--- src/rtl/sram_scan_pkg.sv ---
// Shared types and frame-layout helpers for the scan-driven SRAM access controller.
// Frame layout, MSB first: op | id_sel | seg_id[1:0] | addr | data.
package sram_scan_pkg;

   typedef enum logic [2:0] {
      ST_IDLE      = 3'd0,
      ST_ISSUE     = 3'd1,
      ST_CAPTURE   = 3'd2,
      ST_SHIFT_OUT = 3'd3,
      ST_DONE      = 3'd4
   } state_e;

   localparam int   HDR_W    = 4;
   localparam int   SEG_W    = 2;
   localparam logic OP_WRITE = 1'b1;
   localparam logic OP_READ  = 1'b0;
   localparam logic ID_IMEM  = 1'b0;
   localparam logic ID_DMEM  = 1'b1;

   function automatic int frame_w(input int addr_w, input int width);
      return HDR_W + addr_w + width;
   endfunction

   function automatic int addr_lsb(input int width);
      return width;
   endfunction

   function automatic int seg_lsb(input int addr_w, input int width);
      return width + addr_w;
   endfunction

   function automatic int id_pos(input int addr_w, input int width);
      return width + addr_w + SEG_W;
   endfunction

   function automatic int op_pos(input int addr_w, input int width);
      return width + addr_w + SEG_W + 1;
   endfunction

endpackage

--- src/rtl/sram_scan_shreg.sv ---
// Parameterized shift register with parallel load; shifts toward the MSB,
// serial data enters at the LSB and leaves from the MSB.
module sram_scan_shreg #(
   parameter int W = 8
) (
   input  logic         clk,
   input  logic         rst,
   input  logic         load,
   input  logic [W-1:0] load_data,
   input  logic         shift_en,
   input  logic         ser_in,
   output logic [W-1:0] q,
   output logic         ser_out
);

   logic [W-1:0] data_r;

   // Load takes priority over shift so a clear can never be lost.
   always_ff @(posedge clk) begin
      if (rst) begin
         data_r <= {W{1'b0}};
      end else if (load) begin
         data_r <= load_data;
      end else if (shift_en) begin
         data_r <= {data_r[W-2:0], ser_in};
      end else begin
         data_r <= data_r;
      end
   end

   assign q       = data_r;
   assign ser_out = data_r[W-1];

endmodule

--- src/rtl/sram_scan_ctrl.sv ---
// Scan-chain driven SRAM access controller: collects a serial command frame,
// issues one SRAM read or write and streams read data back out serially.
module sram_scan_ctrl
   import sram_scan_pkg::*;
#(
   parameter int WIDTH  = 32,
   parameter int ADDR_W = 11
) (
   input  logic              clk,
   input  logic              rst,
   input  logic              scan_en,
   input  logic              scan_in,
   output logic              scan_out,
   output logic              busy,
   output logic              done,
   output logic              frame_err,
   output logic              mem_cen,
   output logic              mem_wen,
   output logic              mem_ren,
   output logic [ADDR_W-1:0] mem_addr,
   output logic [WIDTH-1:0]  mem_wdata,
   output logic [1:0]        mem_seg_id,
   output logic              mem_id_sel,
   input  logic [WIDTH-1:0]  mem_rdata
);

   localparam int FRAME_W  = frame_w(ADDR_W, WIDTH);
   localparam int ADDR_LSB = addr_lsb(WIDTH);
   localparam int SEG_LSB  = seg_lsb(ADDR_W, WIDTH);
   localparam int ID_POS   = id_pos(ADDR_W, WIDTH);
   localparam int OP_POS   = op_pos(ADDR_W, WIDTH);
   localparam int CNT_W    = $clog2(FRAME_W + 2);
   localparam int SCNT_W   = $clog2(WIDTH + 1);

   localparam logic [CNT_W-1:0]  CNT_FULL  = CNT_W'(FRAME_W);
   localparam logic [CNT_W-1:0]  CNT_SAT   = CNT_W'(FRAME_W + 1);
   localparam logic [SCNT_W-1:0] SCNT_LAST = SCNT_W'(WIDTH - 1);

   state_e              state_r, state_s;
   logic [CNT_W-1:0]    bit_cnt_r, bit_cnt_s;
   logic [SCNT_W-1:0]   shift_cnt_r, shift_cnt_s;
   logic                scan_en_d_r, scan_en_d_s;
   logic                frame_err_r, frame_err_s;
   logic                in_shift_s, in_clr_s, out_load_s, out_shift_s;
   logic [FRAME_W-1:0]  frame_s;
   logic                in_ser_unused_s;
   logic [WIDTH-1:0]    out_q_unused_s;
   logic                out_msb_s;

   logic                busy_r, done_r, cen_r, wen_r, ren_r, id_sel_r;
   logic [ADDR_W-1:0]   addr_r;
   logic [WIDTH-1:0]    wdata_r;
   logic [1:0]          seg_r;
   logic                busy_s, done_s, cen_s, wen_s, ren_s, id_sel_s;
   logic [ADDR_W-1:0]   addr_s;
   logic [WIDTH-1:0]    wdata_s;
   logic [1:0]          seg_s;

   sram_scan_shreg #(.W(FRAME_W)) u_in_shreg (
      .clk       (clk),
      .rst       (rst),
      .load      (in_clr_s),
      .load_data ({FRAME_W{1'b0}}),
      .shift_en  (in_shift_s),
      .ser_in    (scan_in),
      .q         (frame_s),
      .ser_out   (in_ser_unused_s)
   );

   sram_scan_shreg #(.W(WIDTH)) u_out_shreg (
      .clk       (clk),
      .rst       (rst),
      .load      (out_load_s),
      .load_data (mem_rdata),
      .shift_en  (out_shift_s),
      .ser_in    (1'b0),
      .q         (out_q_unused_s),
      .ser_out   (out_msb_s)
   );

   // Next-state, frame collection and shift-out sequencing.
   always_comb begin
      state_s     = state_r;
      bit_cnt_s   = {CNT_W{1'b0}};
      shift_cnt_s = shift_cnt_r;
      scan_en_d_s = 1'b0;
      frame_err_s = frame_err_r;
      in_shift_s  = 1'b0;
      in_clr_s    = 1'b0;
      out_load_s  = 1'b0;
      out_shift_s = 1'b0;
      case (state_r)
         ST_IDLE: begin
            scan_en_d_s = scan_en;
            if (scan_en) begin
               in_shift_s = 1'b1;
               bit_cnt_s  = (bit_cnt_r == CNT_SAT) ? bit_cnt_r : bit_cnt_r + CNT_W'(1);
            end else if (scan_en_d_r) begin
               // Falling qualifier closes the frame: exact length or it is discarded.
               if (bit_cnt_r == CNT_FULL) begin
                  state_s = ST_ISSUE;
               end else begin
                  frame_err_s = 1'b1;
                  in_clr_s    = 1'b1;
               end
            end else begin
               bit_cnt_s = bit_cnt_r;
            end
         end
         ST_ISSUE: begin
            state_s = (frame_s[OP_POS] == OP_WRITE) ? ST_DONE : ST_CAPTURE;
         end
         ST_CAPTURE: begin
            out_load_s  = 1'b1;
            shift_cnt_s = {SCNT_W{1'b0}};
            state_s     = ST_SHIFT_OUT;
         end
         ST_SHIFT_OUT: begin
            if (scan_en) begin
               out_shift_s = 1'b1;
               if (shift_cnt_r == SCNT_LAST) begin
                  shift_cnt_s = {SCNT_W{1'b0}};
                  state_s     = ST_DONE;
               end else begin
                  shift_cnt_s = shift_cnt_r + SCNT_W'(1);
               end
            end else begin
               out_shift_s = 1'b0;
            end
         end
         ST_DONE: begin
            state_s = ST_IDLE;
         end
         default: begin
            state_s = ST_IDLE;
         end
      endcase
   end

   // Output values for the state being entered, so outputs can be registered.
   always_comb begin
      busy_s   = 1'b0;
      done_s   = 1'b0;
      cen_s    = 1'b0;
      wen_s    = 1'b0;
      ren_s    = 1'b0;
      id_sel_s = 1'b0;
      addr_s   = {ADDR_W{1'b0}};
      wdata_s  = {WIDTH{1'b0}};
      seg_s    = 2'b00;
      case (state_s)
         ST_ISSUE: begin
            busy_s   = 1'b1;
            cen_s    = 1'b1;
            wen_s    = frame_s[OP_POS];
            ren_s    = ~frame_s[OP_POS];
            id_sel_s = frame_s[ID_POS];
            addr_s   = frame_s[ADDR_LSB +: ADDR_W];
            wdata_s  = frame_s[WIDTH-1:0];
            seg_s    = frame_s[SEG_LSB +: SEG_W];
         end
         ST_CAPTURE: begin
            busy_s   = 1'b1;
            ren_s    = 1'b1;
            id_sel_s = frame_s[ID_POS];
            addr_s   = frame_s[ADDR_LSB +: ADDR_W];
         end
         ST_SHIFT_OUT: begin
            busy_s = 1'b1;
         end
         ST_DONE: begin
            busy_s = 1'b1;
            done_s = 1'b1;
         end
         default: begin
            busy_s = 1'b0;
         end
      endcase
   end

   // State, counters, sticky error and registered outputs.
   always_ff @(posedge clk) begin
      if (rst) begin
         state_r     <= ST_IDLE;
         bit_cnt_r   <= {CNT_W{1'b0}};
         shift_cnt_r <= {SCNT_W{1'b0}};
         scan_en_d_r <= 1'b0;
         frame_err_r <= 1'b0;
         busy_r      <= 1'b0;
         done_r      <= 1'b0;
         cen_r       <= 1'b0;
         wen_r       <= 1'b0;
         ren_r       <= 1'b0;
         id_sel_r    <= 1'b0;
         addr_r      <= {ADDR_W{1'b0}};
         wdata_r     <= {WIDTH{1'b0}};
         seg_r       <= 2'b00;
      end else begin
         state_r     <= state_s;
         bit_cnt_r   <= bit_cnt_s;
         shift_cnt_r <= shift_cnt_s;
         scan_en_d_r <= scan_en_d_s;
         frame_err_r <= frame_err_s;
         busy_r      <= busy_s;
         done_r      <= done_s;
         cen_r       <= cen_s;
         wen_r       <= wen_s;
         ren_r       <= ren_s;
         id_sel_r    <= id_sel_s;
         addr_r      <= addr_s;
         wdata_r     <= wdata_s;
         seg_r       <= seg_s;
      end
   end

   assign scan_out   = (state_r == ST_SHIFT_OUT) & out_msb_s;
   assign busy       = busy_r;
   assign done       = done_r;
   assign frame_err  = frame_err_r;
   assign mem_cen    = cen_r;
   assign mem_wen    = wen_r;
   assign mem_ren    = ren_r;
   assign mem_addr   = addr_r;
   assign mem_wdata  = wdata_r;
   assign mem_seg_id = seg_r;
   assign mem_id_sel = id_sel_r;

endmodule
--- config.mk ---
export PLATFORM = sky130hd
export DESIGN_NAME = sram_scan_ctrl
export DESIGN_NICKNAME = d
export VERILOG_FILES = /design/src/rtl/sram_scan_pkg.sv /design/src/rtl/sram_scan_shreg.sv /design/src/rtl/sram_scan_ctrl.sv
export SDC_FILE = /design/constraint.sdc
export NUM_CORES = 1
export LEC_CHECK = 0
export ABC_CLOCK_PERIOD_IN_PS = 1800
export BUFFER_PORTS_ARGS = -buffer_cell sky130_fd_sc_hd__buf_4
export CAP_MARGIN = 40
export CORE_UTILIZATION = 50
export DETAILED_ROUTE_END_ITERATION = 12
export PLACE_DENSITY = 0.75
export SYNTH_ARGS = -nofsm -noshare
export SYNTH_HDL_FRONTEND = slang
export SYNTH_SLANG_ARGS = --single-unit
export TNS_END_PERCENT = 50
--- constraint.sdc ---
create_clock -name clk -period 1.8 [get_ports clk]
set_clock_uncertainty 0.2 [all_clocks]
set_input_delay 0.45 -clock clk [delete_from_list [all_inputs] [get_ports clk]]
set_output_delay 0.45 -clock clk [all_outputs]
set_load 0.01 [all_outputs]
# --- Word level (Yosys, flattened, before mapping) ---
# Index checks and enable logic that the tools add are counted.
classes:
  n_addsub: 2
  eq_ne: 12
  muxes: 27
  bitwise_logic: 7
  n_reduce_logical: 13
ops:
  columns: ["operator", "n"]
  rows:
  - ["$mux 32", 2]
  - ["$mux 6", 5]
  - ["$mux 3", 6]
  - ["$add 6x1->6 const B", 2]
  - ["$eq 3x2->1 const B", 4]
  - ["$eq 6x6->1 const B", 2]
  - ["$pmux 3 s4", 1]
  - ["$pmux 6 s2", 1]
  - ["$mux 1", 11]
  - ["$reduce_or 2->1", 5]
  - ["$eq 3x1->1 const B", 2]
  - ["$eq 6x5->1 const B", 1]
  - ["$not 1->1", 6]
  - ["$reduce_bool 2->1", 3]
  - ["$ne 2x2->1 const B", 2]
  - ["$reduce_and 2->1", 2]
  - ["$reduce_and 4->1", 1]
  - ["$reduce_or 4->1", 1]
  - ["$eq 3x3->1 const B", 1]
  - ["$logic_not 3->1", 1]
  - ["$pmux 1 s2", 1]
  - ["$and 1x1->1", 1]
word_totals:
  register_bits: 147
  inputBits: 36
  output_inout_bits: 53
  wordCells: 77

# --- Logic depth before layout (Yosys ltp) ---
# Gate-level depths: netlist (run 1).
logic_depth:
  word_depth: 9
  depth_mapped: 7
  ltp_nobuf: 5

# --- Cells and area by module ---
# From an unflattened synthesis (run 1), not the netlist that was laid out.
unflattened:
  hier_cells: 574
  hier_area_um2: 6037.0
by_module_without_submodules:
  columns: ["module", "instances", "cells_each", "area_each_um2"]
  rows:
  - ["sram_scan_ctrl", 1, 221, 2312.2]
  - ["sram_scan_shreg (u_in_shreg)", 1, 210, 2207.1]
  - ["sram_scan_shreg (u_out_shreg)", 1, 143, 1517.7]

# --- Worst setup path before layout (run 1) ---
# OpenSTA, ideal clock, no wires.
synth_path:
  path_type: "flip-flop to flip-flop"
  startpoint: "register state_r[1]"
  endpoint: "register shift_cnt_r[5]"
  setup_time_ns: 0.072
  arrival_time_ns: 1.485
  t_required_ns: 1.528
  setup_slack_ns: 0.042
  stages_incl_launch_ff: 7
  synth_period_minus_slack_ns: 1.758
  cell_sequence: "dfxtp_1 -> buf_4 -> or3b_1 -> buf_2 -> buf_6 -> a2111o_1 -> a21oi_1"
synth_via:
  elab_chain_cells: 3
  elab_cells_between_ends: 6
synth_lines:
  columns: ["element", "line_no", "rtl"]
  rows:
  - ["start: declaration", "sram_scan_ctrl.sv:39", "state_e state_r, state_s;"]
  - ["start signal: assignment", "sram_scan_ctrl.sv:199", "state_r <= state_s;"]
  - ["$eq 3x2->1", "sram_scan_ctrl.sv:92", "case (state_r)"]
  - ["$ne 2x2->1 (no source line) or $reduce_bool 2->1 (tied branches)", null, null]
  - ["$reduce_and 2->1 (no source line)", null, null]
  - ["end signal: assignment", "sram_scan_ctrl.sv:186", "shift_cnt_r <= {SCNT_W{1'b0}};"]
  - ["end signal: assignment", "sram_scan_ctrl.sv:201", "shift_cnt_r <= shift_cnt_s;"]
  - ["end: declaration", "sram_scan_ctrl.sv:41", "logic [SCNT_W-1:0] shift_cnt_r, shift_cnt_s;"]
# Several ways; a longest one is shown, not always the timed one.
# A chain may end at the register's enable or synchronous reset.

# --- Worst setup path after layout (run 1) ---
layout_path:
  startpoint: "register state_r[1]"
  endpoint: "output scan_out"
layout_via:
  elab_chain_cells: 2
layout_lines:
  columns: ["element", "line_no", "rtl"]
  rows:
  - ["$eq 3x2->1", "sram_scan_ctrl.sv:216", "assign scan_out = (state_r == ST_SHIFT_OUT) & out_msb_s;"]
  - ["$and 1x1->1", "sram_scan_ctrl.sv:216", null]
  - ["end: declaration", "sram_scan_ctrl.sv:13", "output logic scan_out,"]
# Every way passes these cells.

==> results of run 1 <==
-- worst max-delay path, delay by kind of cell, from the launching register on --
kind,cells,cell delay (ns)
buffers and inverters,2,0.24
DFF,1,0.34
and+or+nand+nor,2,0.16
-- power groups by stage --
stage	clock network (mW)	registers (mW)	logic, mW
2_1_floorplan	0	3.34	0.139
3_3_place_gp	0	3.34	0.246
3_5_place_dp	0	3.34	0.252
4_1_cts	3.53	3.27	0.284
5_1_grt	3.67	3.27	0.345
6_report	3.49	3.27	0.329
-- state kept, by name, indices dropped and copies added (netlist names), 2 cells and up --
| name | flops |
|---|---|
| u_in_shreg.q | 47 |
| mem_wdata | 32 |
| u_out_shreg.q | 32 |
| mem_addr | 11 |
| bit_cnt_r | 6 |
| shift_cnt_r | 6 |
| state_r | 3 |
| mem_seg_id | 2 |
-- cell families (layout without fill, tap and decap cells) --
group / count (synthesis) / count (layout) / synth area share
AND/OR/NAND/NOR: 239 / 239 / 0.221
flip-flops: 147 / 147 / 0.537
multiplexers: 50 / 50 / 0.0921
AO/OA/AOI/OAI: 74 / 74 / 0.0973
adder cells (fa/ha/maj): 3 / 3 / 0.00685
buffers and inverters: 58 / 164 / 0.0457
-- what timing repair did --
action                                  in CTS  in global routing
buffers inserted                             6                  1
hold buffers                                 0                  0
gates resized for setup                     13                 26
endpoints found under the setup margin      20                109
cloned                                       2                  6
pin swaps                                    2                  9
-- layout make-up --
cell class              count  area, µm²
inverters                   5       18.8
clock buffers              20        435
well taps                 136        170
fillers                   753       3110
multi-input cells         366       2420
clock inverters            11        153
repair buffers            128       1210
flip-flops and latches    147       2950
-- synthesized netlist by cell type, drive strengths merged, types with 2 or more instances --
master,count,area share
nand3,10,0.0091
ha,3,0.0069
or3,3,0.0034
nor2b,3,0.0034
nor2,35,0.024
nand4,2,0.0023
o311a,2,0.0037
a31oi,2,0.0023
nand2,80,0.055
o31ai,3,0.0041
nand3b,2,0.0027
a311oi,30,0.048
a21oi,27,0.025
and3,2,0.0023
mux2i,47,0.086
or4,4,0.0055
clkbuf,38,0.026
nor3,51,0.047
or3b,3,0.0048
dfxtp,147,0.54
mux2,3,0.0062
nor3b,36,0.049
nand2b,3,0.0034
inv,4,0.0027
buf,15,0.016
-- final timing paths --
kind	from	endpoint	slack, ns
setup / recovery	state_r[1]	scan_out	-0.11
hold / removal	scan_in	u_in_shreg.q[0]	0.01
setup reg to reg	state_r[1]	u_in_shreg.q[9]	-0.04
hold reg to reg	u_in_shreg.q[39]	mem_addr[7]	0.26
-- stage by stage --
step / hold WS [ns] / setup WS [ns]
6_report: 0.0145 / -0.107
5_1_grt: 0.00884 / -0.135
4_1_cts: 0.00624 / -0.0980
3_5_place_dp: 0.244 / -0.105
3_3_place_gp: 0.244 / -0.0134
2_1_floorplan: 0.224 / 0.0425
-- routing by layer --
layer / wire length, µm / share of wire
met1: 5760 / 0.44
met4: 323 / 0.025
met3: 596 / 0.045
met5: 0 / 0
met2: 6480 / 0.49
==> results.ini, run 1 <==
[outcome]
status=finished, violations left
violations=negative setup slack

[sta]
fin_crit_ns=1.91
fin_crit_sh=1.06
slew_headroom=0.652
drv_slew=0
max_freq_ghz=0.524
tightest_slew_ns=0.522
worst_slack_ns=-0.107
hold_viol_final=0
setup_viol=25
tns_ns=-0.621
rsz0062_at_grt=yes

[synth]
syn_area_per_cell_um2=9.59
syn_area_mm2=0.00548
postSynthCellCount=571
syn_nets=610
synth_edf_count=0
synthArstFlopShare=0
synth.distinct_cells=45
ys.warnings.count=0
synth_ff_type=dfxtp_1
yosysSeqAreaShare=0.537
ys_seq_elements=147

[clocking]
root_buffer=clkbuf_8
path_clk_slew_ns=0.06
clockBufferDepth=2
cts_tree=built
clk-insertion-delay-late_ns=0.52
cts_sinks=147
htree_levels=4
cts_made_buffers=17

[flow_run]
max_cap_violations=0

[critical_path]
critical_path_required_ns=1.15
worstPathCellList=buf_6 -> nand2b_4 -> nor2_1 -> buf_4
cpPeakStageDelay_ns=0.34
path_max_fanout=2
arrival_ns=1.26
cp_slowest_cell=dfxtp_2
path_class=reg -> out
end_kind=output port
startpoint_type=register
rr_worst_depth=7

[min_path]
worstHoldPathType=in -> reg
whs_path_depth=3

[power_and_ir_drop]
p_leak_nw=2.82
p_clk_frac=0.492
power_mw=7.09
p_sw_frac=0.213
comb_power_share=0.046
p_int_mw=5.58
p_per_area_mw_per_mm2=965
seq_power_share=0.462
ir_drop_uv=693
switching_power_mw=1.51

[global_route]
grt-ovfl-total=0
grt_antenna_before_repair=0
grt_usage=0.221
grt_start_max_net_pins=84
grtUsageMet1=0.268
busiest_layer=met2
grt_pass1_vias=4300
use_met3=0.0486
grtUsageMet2=0.378
grt_pass1_wl_mm=20.0

[routing]
first_pass_iters=4
vias_per_cell=5.56
vias=4520
drtIter0Drc=343
ant_nets=0
wirelength_mm=13.2
drc=0
wl_per_cell_um=16.2

[layout]
final_nets=704
mostFrequentLayoutCell=dfxtp_1
syn_to_final_growth_pct=34.1
final_cells=813
drive_gt1_frac=0.281
final_area_mm2=0.00735
layout_common_cells=143 x dfxtp_1, 108 x buf_4, 79 x nand2_1, 47 x nor3_1, 43 x mux2i_1
finish.utilization=0.702
n_antenna_cell=0

[place]
dp.final_hpwl_mm=7.21
placed_area_mm2=0.00636
io_buffers=88
gp_congestion=0.779
dp_cells=767

[die]
die_x_um=107
rows=37
die_y_um=107
start_util=0.524
die-area_mm2=0.0114
core_region_area_mm2=0.0105
ios=89

Power figures use the tool's default switching activity.
==> inputs of run 2 (changes only) <==
--- a/config.mk
+++ b/config.mk
@@ -10,6 +10,7 @@
 export CAP_MARGIN = 40
 export CORE_UTILIZATION = 50
 export DETAILED_ROUTE_END_ITERATION = 12
+export GPL_TIMING_DRIVEN = 0
 export PLACE_DENSITY = 0.75
 export SYNTH_ARGS = -nofsm -noshare
 export SYNTH_HDL_FRONTEND = slang
==> results.ini, run 2 (same netlist as run 1, synthesis figures left out) <==
[outcome]
status=finished, violations left
violations=negative setup slack

[layout]
largest_register_ffs=47
final_area_mm2=0.00794
syn_to_final_growth_pct=44.9
finish.utilization=0.758
layout_common_cells=141 x dfxtp_1, 104 x buf_4, 79 x nand2_1, 39 x nor3_1, 39 x mux2i_1
final_nets=749
drive_gt1_frac=0.373
mostFrequentLayoutCell=dfxtp_1
n_antenna_cell=0

[routing]
vias_per_cell=5.75
ant_nets=0
wirelength_mm=14.9
vias=4935
wl_per_cell_um=17.4
drc=0
first_pass_iters=6
drtIter0Drc=349

[sta]
hold_viol_final=0
slew_headroom=0.562
fin_crit_sh=1.08
fin_crit_ns=1.95
max_freq_ghz=0.512
worst_slack_ns=-0.153
drv_slew=0
whs_ns=0.00520
tns_ns=-1.41
rsz0062_at_grt=yes
tightest_slew_ns=0.657
setup_viol=49

[global_route]
grt_usage=0.237
grt_antenna_before_repair=0
grt_pass1_wl_mm=21.1
grt-ovfl-total=0
grt_start_max_net_pins=17
grt_pass1_vias=4491

[flow_run]
max_cap_violations=0

[place]
placed_area_mm2=0.00630
io_buffers=87
gp_congestion=0.833
dp.final_hpwl_mm=8.30

[die]
die_x_um=107
rows=37
start_util=0.524
die-area_mm2=0.0114
die_y_um=107
ios=89
core_region_area_mm2=0.0105

[power_and_ir_drop]
p_per_area_mw_per_mm2=870
ir_drop_uv=772
p_leak_nw=3.01
power_mw=6.90

[min_path]
worstHoldPathType=in -> reg
hold_path_startpoint=mem_rdata[29]

[critical_path]
r2r-start=state_r[2]
arrival_ns=1.30
critical_path_required_ns=1.15
startpoint_type=register
end_kind=output port
path_max_fanout=4
path_class=reg -> out
crit_start=state_r[1]
reg2reg_slack_ns=-0.13

[clocking]
root_buffer=clkbuf_8
clockBufferDepth=2
path_clk_slew_ns=0.06
cts_made_buffers=17
cts_tree=built
cts_sinks=147
htree_levels=4
clk-insertion-delay-late_ns=0.54

-- run 2: cell types whose count changed in the layout (fill, tap and decap cells not counted), sizes merged --
| cell | change |
|---|---|
| buf | +10 |
| dlygate4sd3 | +7 |
| clkinvlp | +2 |
| clkbuf | +28 |
| bufinv | -2 |
-- run 2: worst paths after layout --
kind,endpoint,cells past startpoint
min reg2reg,mem_addr[8],2
max reg2reg,shift_cnt_r[5],6
min,u_out_shreg.q[29],3
max,scan_out,4
-- run 2: power by group --
| part | switching, mW | total, mW | internal (mW) | leakage, nW |
|---|---|---|---|---|
| combinational | 0.176 | 0.346 | 0.171 | 1.57 |
| clock | 1.38 | 3.28 | 1.90 | 0.256 |
| sequential | 0.0118 | 3.27 | 3.26 | 1.19 |
-- run 2: layout make-up --
class                      count  area [µm²]
timing repair buffer         123        1070
buffer                        50         428
clock buffer                  20         445
inverter                       5        18.8
multi-input combinational    366        2740
sequential                   147        2960
tap                          136         170
clock inverter                11         104
fill                         680        2530
-- run 2: per-layer routing --
layer  global-route usage  share of wire  vias to the layer above
li1                     -              -                     2296
met1                0.300           0.42                     2418
met2                0.376           0.50                      177
met3               0.0632          0.045                       44
met4                0.110          0.027                        0
met5                    0              0                        -
-- run 2: what timing repair did --
item | 4_1_cts | 5_1_grt
gates resized for setup | 64 | 137
setup endpoints to repair | 130 | 131
pin swaps | 6 | 11
hold buffers | 7 | 0
endpoints found under the hold margin | 7 | 0
gates cloned | 2 | 7
setup buffers | 9 | 11
-- run 2: metrics by stage --
step                      cells  worst slack [ns]
after floorplan             571            0.0425
after global placement      794            -0.324
after detailed placement    794            -0.361
after CTS                   842            -0.219
after global routing        858            -0.194
final                       858            -0.153
-- run 2: worst max-delay path, stage by stage, from the launching register on --
cell and delay [ns]:
dfxtp_2 0.35, buf_6 0.13, nand2b_4 0.08, nor2_4 0.11
buf_6 0.11
==> inputs of run 3 (changes only) <==
--- a/config.mk
+++ b/config.mk
@@ -12,6 +12,7 @@
 export DETAILED_ROUTE_END_ITERATION = 12
 export GPL_TIMING_DRIVEN = 0
 export PLACE_DENSITY = 0.75
+export REMOVE_ABC_BUFFERS = 1
 export SYNTH_ARGS = -nofsm -noshare
 export SYNTH_HDL_FRONTEND = slang
 export SYNTH_SLANG_ARGS = --single-unit
==> results.ini, run 3 (same netlist as run 1, synthesis figures left out) <==
[outcome]
status=finished, violations left
violations=negative setup slack

[sta]
worst_slack_ns=-0.0993
slew_headroom=0.655
rsz0062_at_grt=yes
tns_ns=-0.969
setup_viol=32
hold_viol_final=0
max_freq_ghz=0.527
whs_ns=0.0222
tightest_slew_ns=0.517
drv_slew=0
fin_crit_ns=1.90
fin_crit_sh=1.06

[critical_path]
critical_path_required_ns=1.15
startpoint_type=register
worstPathCellList=nand2_1 -> nor2_4 -> buf_6
end_kind=output port
path_class=reg -> out
cp_slowest_cell=dfxtp_4
arrival_ns=1.25
cpPeakStageDelay_ns=0.40
worst-path-buf-inv=1
critPathTopFamily=flip-flops
path_max_fanout=11

[die]
ios=89
die_x_um=107
die_y_um=107
rows=37
core_region_area_mm2=0.0105
start_util=0.524
die-area_mm2=0.0114

[clocking]
path_clk_slew_ns=0.06
cts_tree=built
hold_buffers=0
cts_made_buffers=17
cts_sinks=147
clk-insertion-delay-late_ns=0.51
clockBufferDepth=2
htree_levels=4
root_buffer=clkbuf_8

[layout]
layout_common_cells=142 x dfxtp_1, 105 x buf_4, 80 x nand2_1, 44 x mux2i_1, 42 x nor3_1
n_antenna_cell=0
mostFrequentLayoutCell=dfxtp_1
final_area_mm2=0.00742
drive_gt1_frac=0.305
syn_to_final_growth_pct=35.5
largest_register_ffs=47
final_nets=709

[place]
dp_slack_ns=-0.868
placed_area_mm2=0.00629
io_buffers=88
dp.final_hpwl_mm=7.01
gp_congestion=0.735

[routing]
wl_per_cell_um=15.6
first_pass_iters=4
wirelength_mm=12.8
vias=4558
vias_per_cell=5.57
drc=0
drtIter0Drc=269
ant_nets=0

[global_route]
grt_pass1_vias=4218
grt_usage=0.214
grt-ovfl-total=0
grt_antenna_before_repair=0
grt_start_max_net_pins=89
grt_pass1_wl_mm=19.5

[power_and_ir_drop]
p_leak_nw=2.86
power_mw=6.89
p_per_area_mw_per_mm2=928
ir_drop_uv=674

[flow_run]
max_cap_violations=0

[min_path]
worstHoldPathType=in -> reg

==> run 3: changes by cell type in the layout (fill, tap and decap cells not counted), sizes merged <==
cell         delta
clkbuf         -30
clkinvlp        -3
or3b            +1
buf             -3
clkinv          +2
bufinv          +1
dlygate4sd3     -7
inv             -1
==> run 3: path summary, 6_finish.rpt <==
path | start | endpoint | slack [ns] | cells after the start
min | mem_rdata[20] | u_out_shreg.q[20] | 0.02 | 3
max reg2reg | state_r[1] | u_in_shreg.q[34] | -0.06 | 7
max | state_r[0] | scan_out | -0.1 | 3
min reg2reg | u_in_shreg.q[35] | mem_addr[3] | 0.24 | 2
==> run 3: area by class of cell <==
| cell class | instances | area [µm²] |
|---|---|---|
| Clock inverter | 10 | 109 |
| Timing Repair Buffer | 132 | 1220 |
| Inverter | 5 | 21.3 |
| Sequential cell | 147 | 2960 |
| Clock buffer | 21 | 449 |
| Multi-Input combinational cell | 367 | 2500 |
| Fill cell | 769 | 3040 |
| Tap cell | 136 | 170 |
==> run 3: worst reg2reg max path, cell delays in order, from the launching register on <==
cell     delay, ns
dfxtp_4       0.37
buf_6         0.14
nor4b_4       0.32
buf_4         0.17
buf_6         0.13
buf_12        0.13
mux2i_1       0.21
nor3_1        0.07
==> run 3: metrics by stage <==
stage / utilization / instances
after global placement: 0.581 / 742
final: 0.710 / 818
after CTS: 0.664 / 793
after floorplan: - / 518
after detailed placement: 0.601 / 754
after global routing: 0.710 / 818
==> run 3: what timing repair did <==
item,CTS,global route
gates cloned,1,3
resized for setup,15,62
setup endpoints to repair,140,120
buffers inserted,7,22
pin swaps,3,13
==> run 3: layer usage <==
layer / vias to the layer above / global-route usage / part of all wire
met5: - / 0 / 0
met4: 0 / 0.0881 / 0.014
met3: 20 / 0.0547 / 0.037
met2: 126 / 0.352 / 0.52
met1: 2190 / 0.267 / 0.43
li1: 2222 / - / -
==> run 3: power breakdown <==
part           leakage, nW  switching (mW)  internal [mW]  total [mW]
clock                0.273            1.28           2.03        3.31
sequential            1.19         0.00940           3.26        3.27
combinational         1.40           0.153          0.162       0.315
total                 2.86            1.44           5.45        6.89
